==> src/rtl/hstm_init_if.sv <==
// Hand-shake task manager initiator bus.
// Carries both the local command side (start/data_in/ready/done/err) and the
// responder side (req/busy/hstm_data) of an hstm_init instance.
// master: the hstm_init view.  slave: the environment driving it.
interface hstm_init_if #(
    parameter int P_DATA_WIDTH = 1
) ();
    logic                    start;
    logic [P_DATA_WIDTH-1:0] data_in;
    logic                    ready;
    logic                    done;
    logic                    err;
    logic                    req;
    logic                    busy;
    logic [P_DATA_WIDTH-1:0] hstm_data;

    modport master (
        input  start, data_in, busy,
        output ready, done, err, req, hstm_data
    );

    modport slave (
        output start, data_in, busy,
        input  ready, done, err, req, hstm_data
    );
endinterface

==> src/rtl/hstm_init.sv <==
// Initiator side of the hand-shake task manager.
// Accepts a local start command, raises req toward an hstm responder, follows
// the responder's busy through a 2-flop synchronizer, drops req once busy
// completes and keeps hstm_data stable for P_HOLD_CNT cycles afterwards.
// Optional feature macro: HSTM_INIT_TIMEOUT_EN enables per-phase timeouts on
// S_REQ and S_BUSY that set the sticky err flag.
module hstm_init #(
    parameter int P_DATA_WIDTH = 1,
    parameter int P_HOLD_CNT   = 6,
    parameter int P_TIMEOUT    = 255
) (
    input  logic          clk,
    input  logic          rst_n,
    hstm_init_if.master   bus
);

    localparam int P_CNT_MAX = (P_TIMEOUT > P_HOLD_CNT) ? P_TIMEOUT : P_HOLD_CNT;
    localparam int CNT_W     = $clog2(P_CNT_MAX) + 1;
    localparam logic [CNT_W-1:0] HOLD_LAST = CNT_W'(P_HOLD_CNT - 1);
`ifdef HSTM_INIT_TIMEOUT_EN
    localparam logic [CNT_W-1:0] TIMEOUT_LAST = CNT_W'(P_TIMEOUT - 1);
`endif

    typedef enum logic [2:0] {
        S_IDLE,
        S_REQ,
        S_BUSY,
        S_HOLD,
        S_DONE
    } state_t;

    state_t                  state_q, state_d;
    logic [CNT_W-1:0]        cnt_q, cnt_d;
    logic                    req_q, req_d;
    logic [P_DATA_WIDTH-1:0] data_q, data_d;
    logic                    busy_meta_q, busy_s_q;

    // Two-flop synchronizer: busy comes from the responder's clock domain.
    always_ff @(posedge clk or negedge rst_n) begin
        if (!rst_n) begin
            busy_meta_q <= 1'b0;
            busy_s_q    <= 1'b0;
        end else begin
            busy_meta_q <= bus.busy;
            busy_s_q    <= busy_meta_q;
        end
    end

    // State, phase counter, request and data registers.
    always_ff @(posedge clk or negedge rst_n) begin
        if (!rst_n) begin
            state_q <= S_IDLE;
            cnt_q   <= '0;
            req_q   <= 1'b0;
            data_q  <= '0;
        end else begin
            state_q <= state_d;
            cnt_q   <= cnt_d;
            req_q   <= req_d;
            data_q  <= data_d;
        end
    end

`ifdef HSTM_INIT_TIMEOUT_EN
    logic err_q, err_d;

    // Sticky timeout flag, cleared only by an accepted start.
    always_ff @(posedge clk or negedge rst_n) begin
        if (!rst_n) begin
            err_q <= 1'b0;
        end else begin
            err_q <= err_d;
        end
    end
`endif

    // Next-state logic: handshake sequencing and phase counting.
    always_comb begin
        state_d = state_q;
        req_d   = req_q;
        data_d  = data_q;
`ifdef HSTM_INIT_TIMEOUT_EN
        err_d   = err_q;
`endif
        case (state_q)
            S_IDLE: begin
                if (bus.start) begin
                    data_d  = bus.data_in;
                    req_d   = 1'b1;
`ifdef HSTM_INIT_TIMEOUT_EN
                    err_d   = 1'b0;
`endif
                    state_d = S_REQ;
                end
            end
            S_REQ: begin
                if (busy_s_q) begin
                    state_d = S_BUSY;
                end
`ifdef HSTM_INIT_TIMEOUT_EN
                else if (cnt_q == TIMEOUT_LAST) begin
                    err_d   = 1'b1;
                    req_d   = 1'b0;
                    state_d = S_HOLD;
                end
`endif
            end
            S_BUSY: begin
                if (!busy_s_q) begin
                    req_d   = 1'b0;
                    state_d = S_HOLD;
                end
`ifdef HSTM_INIT_TIMEOUT_EN
                else if (cnt_q == TIMEOUT_LAST) begin
                    err_d   = 1'b1;
                    req_d   = 1'b0;
                    state_d = S_HOLD;
                end
`endif
            end
            S_HOLD: begin
                if (cnt_q == HOLD_LAST) begin
                    state_d = S_DONE;
                end
            end
            S_DONE: begin
                state_d = S_IDLE;
            end
            default: begin
                state_d = S_IDLE;
                req_d   = 1'b0;
            end
        endcase

        // Counter restarts on every state entry; it saturates so an endless
        // wait (timeout disabled) can never alias back to a small value.
        cnt_d = cnt_q;
        if (state_d != state_q) begin
            cnt_d = '0;
        end else if ((state_q == S_REQ || state_q == S_BUSY || state_q == S_HOLD)
                     && (cnt_q != {CNT_W{1'b1}})) begin
            cnt_d = cnt_q + 1'b1;
        end
    end

    assign bus.ready     = (state_q == S_IDLE);
    assign bus.done      = (state_q == S_DONE);
    assign bus.req       = req_q;
    assign bus.hstm_data = data_q;
`ifdef HSTM_INIT_TIMEOUT_EN
    assign bus.err       = err_q;
`else
    assign bus.err       = 1'b0;
`endif

endmodule

==> src/flat_wrapper.sv <==
// flat-port wrapper written by rule: the top's interface ports become plain ports
module hstm_init_flat 
#(
    parameter int P_DATA_WIDTH = 1,
    parameter int P_HOLD_CNT   = 6,
    parameter int P_TIMEOUT    = 255
)
  (clk, rst_n, bus_start, bus_data_in, bus_busy, bus_ready, bus_done, bus_err, bus_req, bus_hstm_data);
  hstm_init_if #(.P_DATA_WIDTH(P_DATA_WIDTH)) bus_i ();
  input  logic clk;
  input  logic rst_n;
  input wire logic [$bits(bus_i.start)-1:0] bus_start;
  input wire logic [$bits(bus_i.data_in)-1:0] bus_data_in;
  input wire logic [$bits(bus_i.busy)-1:0] bus_busy;
  output wire logic [$bits(bus_i.ready)-1:0] bus_ready;
  output wire logic [$bits(bus_i.done)-1:0] bus_done;
  output wire logic [$bits(bus_i.err)-1:0] bus_err;
  output wire logic [$bits(bus_i.req)-1:0] bus_req;
  output wire logic [$bits(bus_i.hstm_data)-1:0] bus_hstm_data;
  assign bus_i.start = bus_start;
  assign bus_i.data_in = bus_data_in;
  assign bus_i.busy = bus_busy;
  assign bus_ready = bus_i.ready;
  assign bus_done = bus_i.done;
  assign bus_err = bus_i.err;
  assign bus_req = bus_i.req;
  assign bus_hstm_data = bus_i.hstm_data;
  hstm_init #(.P_DATA_WIDTH(P_DATA_WIDTH), .P_HOLD_CNT(P_HOLD_CNT), .P_TIMEOUT(P_TIMEOUT)) u_core (.clk(clk), .rst_n(rst_n), .bus(bus_i));
endmodule
==> config.mk <==
export PLATFORM = sky130hd
export DESIGN_NAME = hstm_init_flat
export DESIGN_NICKNAME = d
export VERILOG_FILES = /design/src/rtl/hstm_init_if.sv /design/src/rtl/hstm_init.sv /design/src/flat_wrapper.sv
export SDC_FILE = /design/constraint.sdc
export NUM_CORES = 1
export LEC_CHECK = 0
export CAP_MARGIN = 20
export CORE_MARGIN = 4
export CORE_UTILIZATION = 41
export CTS_BUF_LIST = sky130_fd_sc_hd__clkbuf_2
export CTS_CLUSTER_SIZE = 24
export DETAILED_ROUTE_END_ITERATION = 7
export HOLD_SLACK_MARGIN = 0.1
export PLACE_DENSITY = 0.69
export SYNTH_ARGS = -nofsm -noshare
export SYNTH_HDL_FRONTEND = slang
export SYNTH_SLANG_ARGS = --single-unit
==> constraint.sdc <==
create_clock -name clk -period 2.15 [get_ports clk]
set_input_delay 0.215 -clock clk [delete_from_list [all_inputs] [get_ports clk]]
set_output_delay 0.215 -clock clk [all_outputs]
set_load 0.02 [all_outputs]
==> results.toml, run 1 <==
[worst_setup_path]
worstSetupPathType = "reg2out"
crit_path_start = "u_core.state_q[1]"
cp.required_ns = 1.93
cp.arrival_ns = 1.82
critPathMaxStageDelay_ns = 0.61
cp_num_buf_inv = 1
cp_slowest_cell = "clkdlybuf4s50_1"
critPathTopFamily = "buffers and inverters"
worst_setup_path_end_kind = "output pin"
path_cells = "or2_4, nor2_1, clkdlybuf4s50_1"
worst_setup_path_start_kind = "register"
crit_path_max_fanout = 13
r2r-start = "u_core.cnt_q[0]"

[grt]
grt-ovfl-total = 0
grt_pass1_vias = 647
grt_usage = 0.1444
grt_first_pass_wirelength_um = 3015
grt_max_degree = 17
antenna_found_initial = 0

[routing]
first_pass_iters = 4
remaining_drc_errors = 0
routed.top_layer = "met4"
antenna_left = 0
routed_wl_um = 1655
dr_wl_met2_um = 876
wl_met1_um = 698
vias_per_cell = 5.220
wl_per_cell_um = 13.46
drt-initial-drc-count = 21
wl_met3_um = 49
vias = 642

[sta]
timing.setup.tns_ns = 0
period_minus_slack_ns = 2.038
slew_violations = 0
hold_violations = 0
relSlewSlack = 0.5275
rsz0062_at_grt = "false"
fin_skew_ns = 0.0005256
fmax_mhz = 490.7
fin_crit_sh = 0.9479
finalSetupViolations = 0
worst_slew_pin_slew_ns = 0.7065

[clocking]
clk_latency_ns = 0.28
htreeDepth = 1
clock_sink_count = 16
clock_path_buffers = 2
root_buffer = "clkbuf_2"
cts_tree = "done"
cts_made_buffers = 3
clk_pin_slew_ns = 0.15
postCtsHoldBufs = 0

[job]
cap_violations = 0

[cells_and_area]
drive_gt1_frac = 0.1250
multi_input_area_um2 = 426.7
final_nets = 105
finalNonFillerCells = 123
area_growth_pct = 11.65
ff_latch_area_um2 = 401.6
antenna_cells = 0
fillerInstances = 195

[placement]
dp_hpwl_um = 1283
placed_cells = 119
io_buffer_count = 8
finalWeightedCongestion = 0.8407

[synth]
synthSimpleGateAreaFrac = 0.2460
synth_adder_area_share = 0.04317
syn_inst = 88
syn_area_um2 = 869.6
synth_nets = 96
synth.distinct_cells = 30
ys_ff_latch = 16
synth_top_family_by_area = "simple AND/OR/NAND/NOR gates"
yosys_warnings = 0
syn-mean-instance-area_um2 = 9.882
synth-xor-area-share = 0.06043
seq_area_frac_synth = 0.4604
synthMuxAreaShare = 0.02446
synth_compound_area_frac = 0.1122

[die]
fp.coreArea_um2 = 1982
core.rowCount = 16
die_h_um = 54.06
start_util = 0.4388
boundaryPins = 10
die_w_um = 54.06
dieArea_um2 = 2922

[pwr]
power_density_nw_per_um2 = 987.2
p_leak_nw = 0.4310
total_power_mw = 0.9585
peakVddDrop_mv = 0.4188

[worst_hold_path]
hold_class = "in2async"

[outcome]
outcome = "finished clean"
==> synthesized netlist by cell type, drive strengths merged <==
cell type   n  area [um^2]
dfrtp      16        400.4
nor2       15        66.32
nand2       8        30.03
a21oi       7        38.79
xor2        6        52.55
buf         4        35.03
nand4       4        25.02
ha          3        37.54
nand3       3        15.01
nor3        3        15.01
o21ai       3        15.01
and2        2        13.77
inv         2        7.510
nor4b       2        17.52
a311oi      1        8.760
a32oi       1        27.53
and3        1        7.510
and4        1        8.760
conb        1        3.750
mux2        1        11.26
mux2i       1        10.01
o211ai      1        7.510
or2         1        8.760
or3         1        6.260
==> path summary, 6_finish.rpt <==
path                       slack [ns]            endpoint  cells past startpoint
setup / recovery                 0.11            bus_done                      3
hold / removal                   0.33      u_core.bus.req                      1
setup reg to reg                 0.23     u_core.cnt_q[7]                      8
hold reg to reg                  0.37     u_core.busy_s_q                      0
max in group asynchronous        1.33   u_core.state_q[0]                      1
min in group clk                 0.36  u_core.busy_meta_q                      1
==> state kept, by name, summed over array words and instances, names as in the netlist <==
register and cells:
u_core.state_q 3, u_core.busy_meta_q 1, u_core.cnt_q 9, u_core.busy_s_q 1, u_core.bus.req 1, u_core.bus.hstm_data 1
==> power breakdown <==
group,switching [mW],internal [mW]
sequential,0.0826,0.368
combinational,0.209,0.167
clock,0.0922,0.0404
total,0.384,0.575
==> cells in the final DEF, fill, tap and decap left out <==
cell type and n:
ha_1 3, o211ai_1 1, nand2_1 8, nor4b_1 2
nand3_1 3, and3_2 1, clkbuf_2 3, conb_1 1
a21oi_1 6, nor2_4 1, a311oi_1 1, dlymetal6s2s_1 1
xor2_1 6, and2_1 1, nor2_1 13, and4_1 1
mux2i_1 1, or3_1 1, a21oi_2 1, nand4_1 4
inv_1 2, nor3_1 3, nor2_2 1, a32oi_4 1
clkdlybuf4s50_1 7, clkinv_1 1, or2_4 1, dfrtp_2 1
and2_2 1, o21ai_0 3, mux2_2 1, dfrtp_1 15
==> per-layer routing <==
layer / global-route usage / vias up
li1: - / 319
met1: 0.1709 / 305
met2: 0.2540 / 14
met3: 0.03324 / 4
met4: 0.04979 / 0
met5: 0 / -
==> per-stage QoR <==
| stage | utilization | cell area (um^2) | setup slack (ns) | hold WS, ns |
|---|---|---|---|---|
| after floorplan | - | 869.6 | 0.4393 | -0.08059 |
| after global placement | 0.4785 | 948.4 | 0.3568 | 0.3351 |
| after detailed placement | 0.4785 | 948.4 | 0.2666 | 0.3364 |
| after CTS | 0.4880 | 967.2 | 0.04855 | 0.3479 |
| after global routing | 0.4899 | 970.9 | 0.04235 | 0.3236 |
| final | 0.4899 | 970.9 | 0.1121 | 0.3325 |
==> kinds of logic after synthesis <==
kind of cell,Yosys count
buf+inv,6
simple gates,41
fa+ha+maj,3
compound gates,13
flops,16
xor+xnor,6
mux,2
other cells,1
==> what timing repair did <==
item / CTS / global route
endpoints found under the setup margin: 0 / 1
setup buffers: 0 / 0
gates resized for setup: 0 / 2
==> layout make-up <==
type | count | share of cell area
multi-input cells | 66 | 0.4394
flip-flops and latches | 16 | 0.4137
repair buffers | 8 | 0.08505
well taps | 27 | 0.03479
clock buffers | 3 | 0.01546
inverters | 2 | 0.007732
clock inverters | 1 | 0.003866
(Power assumes the default switching activity.)
==> run 2, diff against run 1 <==
- PLACE_DENSITY: 0.69 -> 0.72
- clock period: 2.15 -> 1.7 ns (I/O delays scaled with it)
==> results.toml, run 2 (synthesis results as in run 1) <==
[routing]
remaining_drc_errors = 0
routed_wl_um = 2097
first_pass_iters = 4
vias_per_cell = 5.293
drt-initial-drc-count = 10
wl_per_cell_um = 14.98
vias = 741
antenna_left = 0

[sta]
fin_crit_sh = 0.9945
fin_skew_ns = 0.01168
rsz0062_at_grt = "true"
hold_violations = 0
holdWs_ns = 0.1689
finalSetupViolations = 0
fmax_mhz = 591.5
period_minus_slack_ns = 1.691
timing.setup.tns_ns = 0
slew_violations = 0

[worst_setup_path]
r2r-start = "u_core.cnt_q[1]"
worst_setup_path_end_kind = "register"
r2r_setup_slack_ns = 0.009
cp.required_ns = 1.95
cp.arrival_ns = 1.94
r2r_cells = 8
worstSetupPathType = "reg2reg"
worst_setup_path_start_kind = "register"
worstReg2RegEnd = "u_core.cnt_q[7]"
crit_path_max_fanout = 4

[cells_and_area]
layout_common_cells = "buf_4 (16), dfrtp_1 (15), nor2_1 (13)"
final_area_um2 = 1150
fillerInstances = 180
top_regs = "u_core.cnt_q x9, u_core.state_q x3"
largest_reg_flops = 9
final_common_cell = "buf_4"
drive_gt1_frac = 0.3451
final_nets = 122
antenna_cells = 0
final_core_util = 0.5802
top_register = "u_core.cnt_q"
area_growth_pct = 32.23

[grt]
grt_pass1_vias = 742
antenna_found_initial = 0
grt_usage = 0.1591
grt-ovfl-total = 0
grt_max_degree = 17
grt_first_pass_wirelength_um = 3187

[placement]
dp_hpwl_um = 1332
dpl_cell_area_um2 = 1051
io_buffer_count = 8
finalWeightedCongestion = 0.7627

[outcome]
outcome = "finished clean"

[clocking]
cts_made_buffers = 3
cts_tree = "done"
clk_latency_ns = 0.30
root_buffer = "clkbuf_2"
htreeDepth = 1
clk_pin_slew_ns = 0.16
clock_path_buffers = 2
clock_sink_count = 16

[pwr]
p_leak_nw = 0.5076
peakVddDrop_mv = 0.6506
power_density_nw_per_um2 = 1246

[die]
dieArea_um2 = 2922
die_h_um = 54.06
start_util = 0.4388
boundaryPins = 10
die_w_um = 54.06
fp.coreArea_um2 = 1982
core.rowCount = 16

[job]
cap_violations = 0

[worst_hold_path]
hold_class = "in2async"
-- run 2: cell count changes in the layout (fill, tap and decap cells not counted), moves of 2 or more --
cell | before | now
buf_4 | 0 | 16
ha_1 | 3 | 1
nand2_1 | 8 | 5
dlygate4sd2_1 | 0 | 2
nand2_2 | 0 | 3
-- run 2: how the worst max path moves through the flow --
stage,startpoint,end,slack [ns],cells after the start
3_5_place_dp,u_core.cnt_q[0],u_core.cnt_q[7],-0.009,8
4_1_cts,u_core.cnt_q[5],u_core.cnt_q[7],0.01,8
3_3_place_gp,u_core.cnt_q[0],u_core.cnt_q[7],0.06,8
6_report,u_core.cnt_q[1],u_core.cnt_q[7],0.009,8
5_1_grt,u_core.cnt_q[1],u_core.cnt_q[7],-0.08,8
2_1_floorplan,u_core.cnt_q[4],u_core.cnt_q[7],0.02,8
-- run 2: area by class of cell --
type | instances | area, um^2 | share of cell area
clock buffers | 3 | 15.01 | 0.01306
multi-input cells | 67 | 490.5 | 0.4266
repair buffers | 24 | 197.7 | 0.1719
inverters | 2 | 7.507 | 0.006529
clock inverters | 1 | 3.754 | 0.003264
well taps | 27 | 33.78 | 0.02938
flip-flops and latches | 16 | 401.6 | 0.3493
-- run 2: metrics by stage --
| step | power [mW] | cells | setup slack, ns |
|---|---|---|---|
| floorplan | 0.9252 | 88 | 0.01578 |
| CTS | 1.332 | 138 | 0.01397 |
| global route | 1.541 | 140 | -0.07793 |
| global placement | 1.103 | 132 | 0.06424 |
| detailed placement | 1.123 | 132 | -0.009453 |
| finish | 1.433 | 140 | 0.009313 |
-- run 2: repair_timing --
item	CTS	global route
pin swaps	1	10
setup endpoints to repair	3	9
cloned	0	1
setup buffers	2	1
resized for setup	2	10
hold buffers	0	0
-- run 2: routing by layer --
| layer | vias up | GRT usage | wire length (um) |
|---|---|---|---|
| li1 | 358 | - | - |
| met1 | 363 | 0.1784 | 811 |
| met2 | 16 | 0.2702 | 1171 |
| met3 | 4 | 0.03324 | 70 |
| met4 | 0 | 0.1037 | 44 |
| met5 | - | 0 | 0 |
-- run 2: power by group --
part	total [mW]	leakage (nW)	internal [mW]	switching, mW
sequential	0.529	0.204	0.465	0.0636
clock	0.171	0.0140	0.0511	0.120
combinational	0.733	0.290	0.343	0.390
total	1.43	0.508	0.859	0.574
-- run 2: worst max-delay path, stage by stage, from the launching register on --
cell	delay [ns]
dfrtp_2	0.47
ha_4	0.17
nand2_2	0.05
nor2_1	0.04
ha_2	0.18
nor2_4	0.15
nand3_2	0.09
or3_4	0.37
a21oi_2	0.11
==> run 3, diff against run 2 <==
- DONT_BUFFER_PORTS: not set -> 1
- PLACE_DENSITY: 0.72 -> not set
- REMOVE_ABC_BUFFERS: not set -> 1
==> results.toml, run 3 (synthesis results as in run 1) <==
[die]
die_h_um = 54.06
die_w_um = 54.06
dieArea_um2 = 2922
boundaryPins = 10
core.rowCount = 16
start_util = 0.4388
fp.coreArea_um2 = 1982

[cells_and_area]
final_area_um2 = 1047
final_nets = 113
area_growth_pct = 20.43
top_regs = "u_core.cnt_q x9, u_core.state_q x3"
top_register = "u_core.cnt_q"
drive_gt1_frac = 0.2885
largest_reg_flops = 9
layout_common_cells = "dfrtp_1 (16), nor2_1 (11), buf_4 (11)"
antenna_cells = 0
final_common_cell = "dfrtp_1"

[placement]
dp_hpwl_um = 1204
io_buffer_count = 0
dpl_cell_area_um2 = 935.9
finalWeightedCongestion = 0.8310
pre_cts_ws_ns = 0.02822

[clocking]
cts_made_buffers = 3
clk_pin_slew_ns = 0.16
clock_path_buffers = 2
htreeDepth = 1
root_buffer = "clkbuf_2"
clock_sink_count = 16
cts_tree = "done"
clk_latency_ns = 0.29

[sta]
hold_violations = 0
fin_crit_sh = 0.9743
finalSetupViolations = 0
rsz0062_at_grt = "true"
slew_violations = 0
relSlewSlack = 0.5110
fmax_mhz = 603.7
worst_slack_ns = 0.04364
fin_skew_ns = 0.006947
period_minus_slack_ns = 1.656
worst_slew_pin_slew_ns = 0.7311
holdWs_ns = 0.1489

[routing]
drt-initial-drc-count = 6
remaining_drc_errors = 0
first_pass_iters = 4
vias = 679
vias_per_cell = 5.183
antenna_left = 0
routed_wl_um = 1767
wl_per_cell_um = 13.49

[worst_setup_path]
worst_setup_path_end_kind = "register"
crit_path_max_fanout = 4
worstSetupPathType = "reg2reg"
worst_setup_path_start_kind = "register"
cp.required_ns = 1.93
r2r_setup_slack_ns = 0.04
cp.arrival_ns = 1.89

[grt]
grt_first_pass_wirelength_um = 2856
antenna_found_initial = 0
grt_pass1_vias = 656
grt-ovfl-total = 0
grt_usage = 0.1386
grt_max_degree = 17

[pwr]
power_density_nw_per_um2 = 1220
peakVddDrop_mv = 0.5241
p_leak_nw = 0.4559

[outcome]
outcome = "finished clean"

[worst_hold_path]
hold_class = "in2reg"

[job]
cap_violations = 0
[run 3: cell count changes in the layout (fill, tap and decap cells not counted), sizes merged]
cell,previous run,this run
dlygate4sd2,2,0
buf,16,11
dlygate4sd3,0,4
clkdlybuf4s50,6,0
[run 3: critical path, stage by stage, from the launching register on]
cell     delay (ns)
dfrtp_1        0.45
ha_2           0.19
nand2_1        0.08
nor2_2         0.04
ha_2           0.17
nor2_4         0.10
nand3_1        0.09
or3_1          0.33
a21oi_2        0.14
[run 3: routing by layer]
layer	GRT usage	part of all wire
met4	0.06224	0.0040
met5	0	0
met1	0.1761	0.50
met3	0.04155	0.041
met2	0.2157	0.46
[run 3: per-stage QoR]
| stage | util | std cells | total power [mW] | TNS (ns) |
|---|---|---|---|---|
| after detailed placement | 0.4722 | 120 | 1.035 | 0 |
| final | 0.5284 | 131 | 1.278 | 0 |
| after CTS | 0.5019 | 128 | 1.232 | 0 |
| after floorplan | - | 84 | 0.8901 | -0.01074 |
| after global placement | 0.4722 | 120 | 1.019 | 0 |
| after global routing | 0.5284 | 131 | 1.382 | -0.2007 |
[run 3: cell type report]
class                      instances  area [um^2]
multi-input combinational         67        464.2
timing repair buffer              15        122.6
clock buffer                       3        15.01
tap                               27        33.78
inverter                           2        7.507
fill                             178        934.6
sequential                        16        400.4
clock inverter                     1        3.754
[run 3: final timing paths]
kind | startpoint | end | cells after the start
min in group asynchronous | rst_n | u_core.bus.req | 1
hold / removal | bus_start | u_core.state_q[0] | 4
max in group asynchronous | rst_n | u_core.busy_s_q | 1
setup / recovery | u_core.cnt_q[1] | u_core.cnt_q[7] | 8
hold reg to reg | u_core.busy_meta_q | u_core.busy_s_q | 0
setup reg to reg | u_core.cnt_q[1] | u_core.cnt_q[7] | 8
[run 3: power by group]
part	internal, mW	total (mW)	switching [mW]
Sequential	0.463	0.586	0.124
Clock	0.0511	0.173	0.122
Combinational	0.249	0.519	0.270
[run 3: timing repair]
| item | in CTS | in global routing |
|---|---|---|
| hold buffers | 4 | 0 |
| hold endpoints to repair | 19 | 0 |
| resized for setup | 0 | 7 |
| setup buffers | 0 | 2 |
| endpoints found under the setup margin | 0 | 10 |
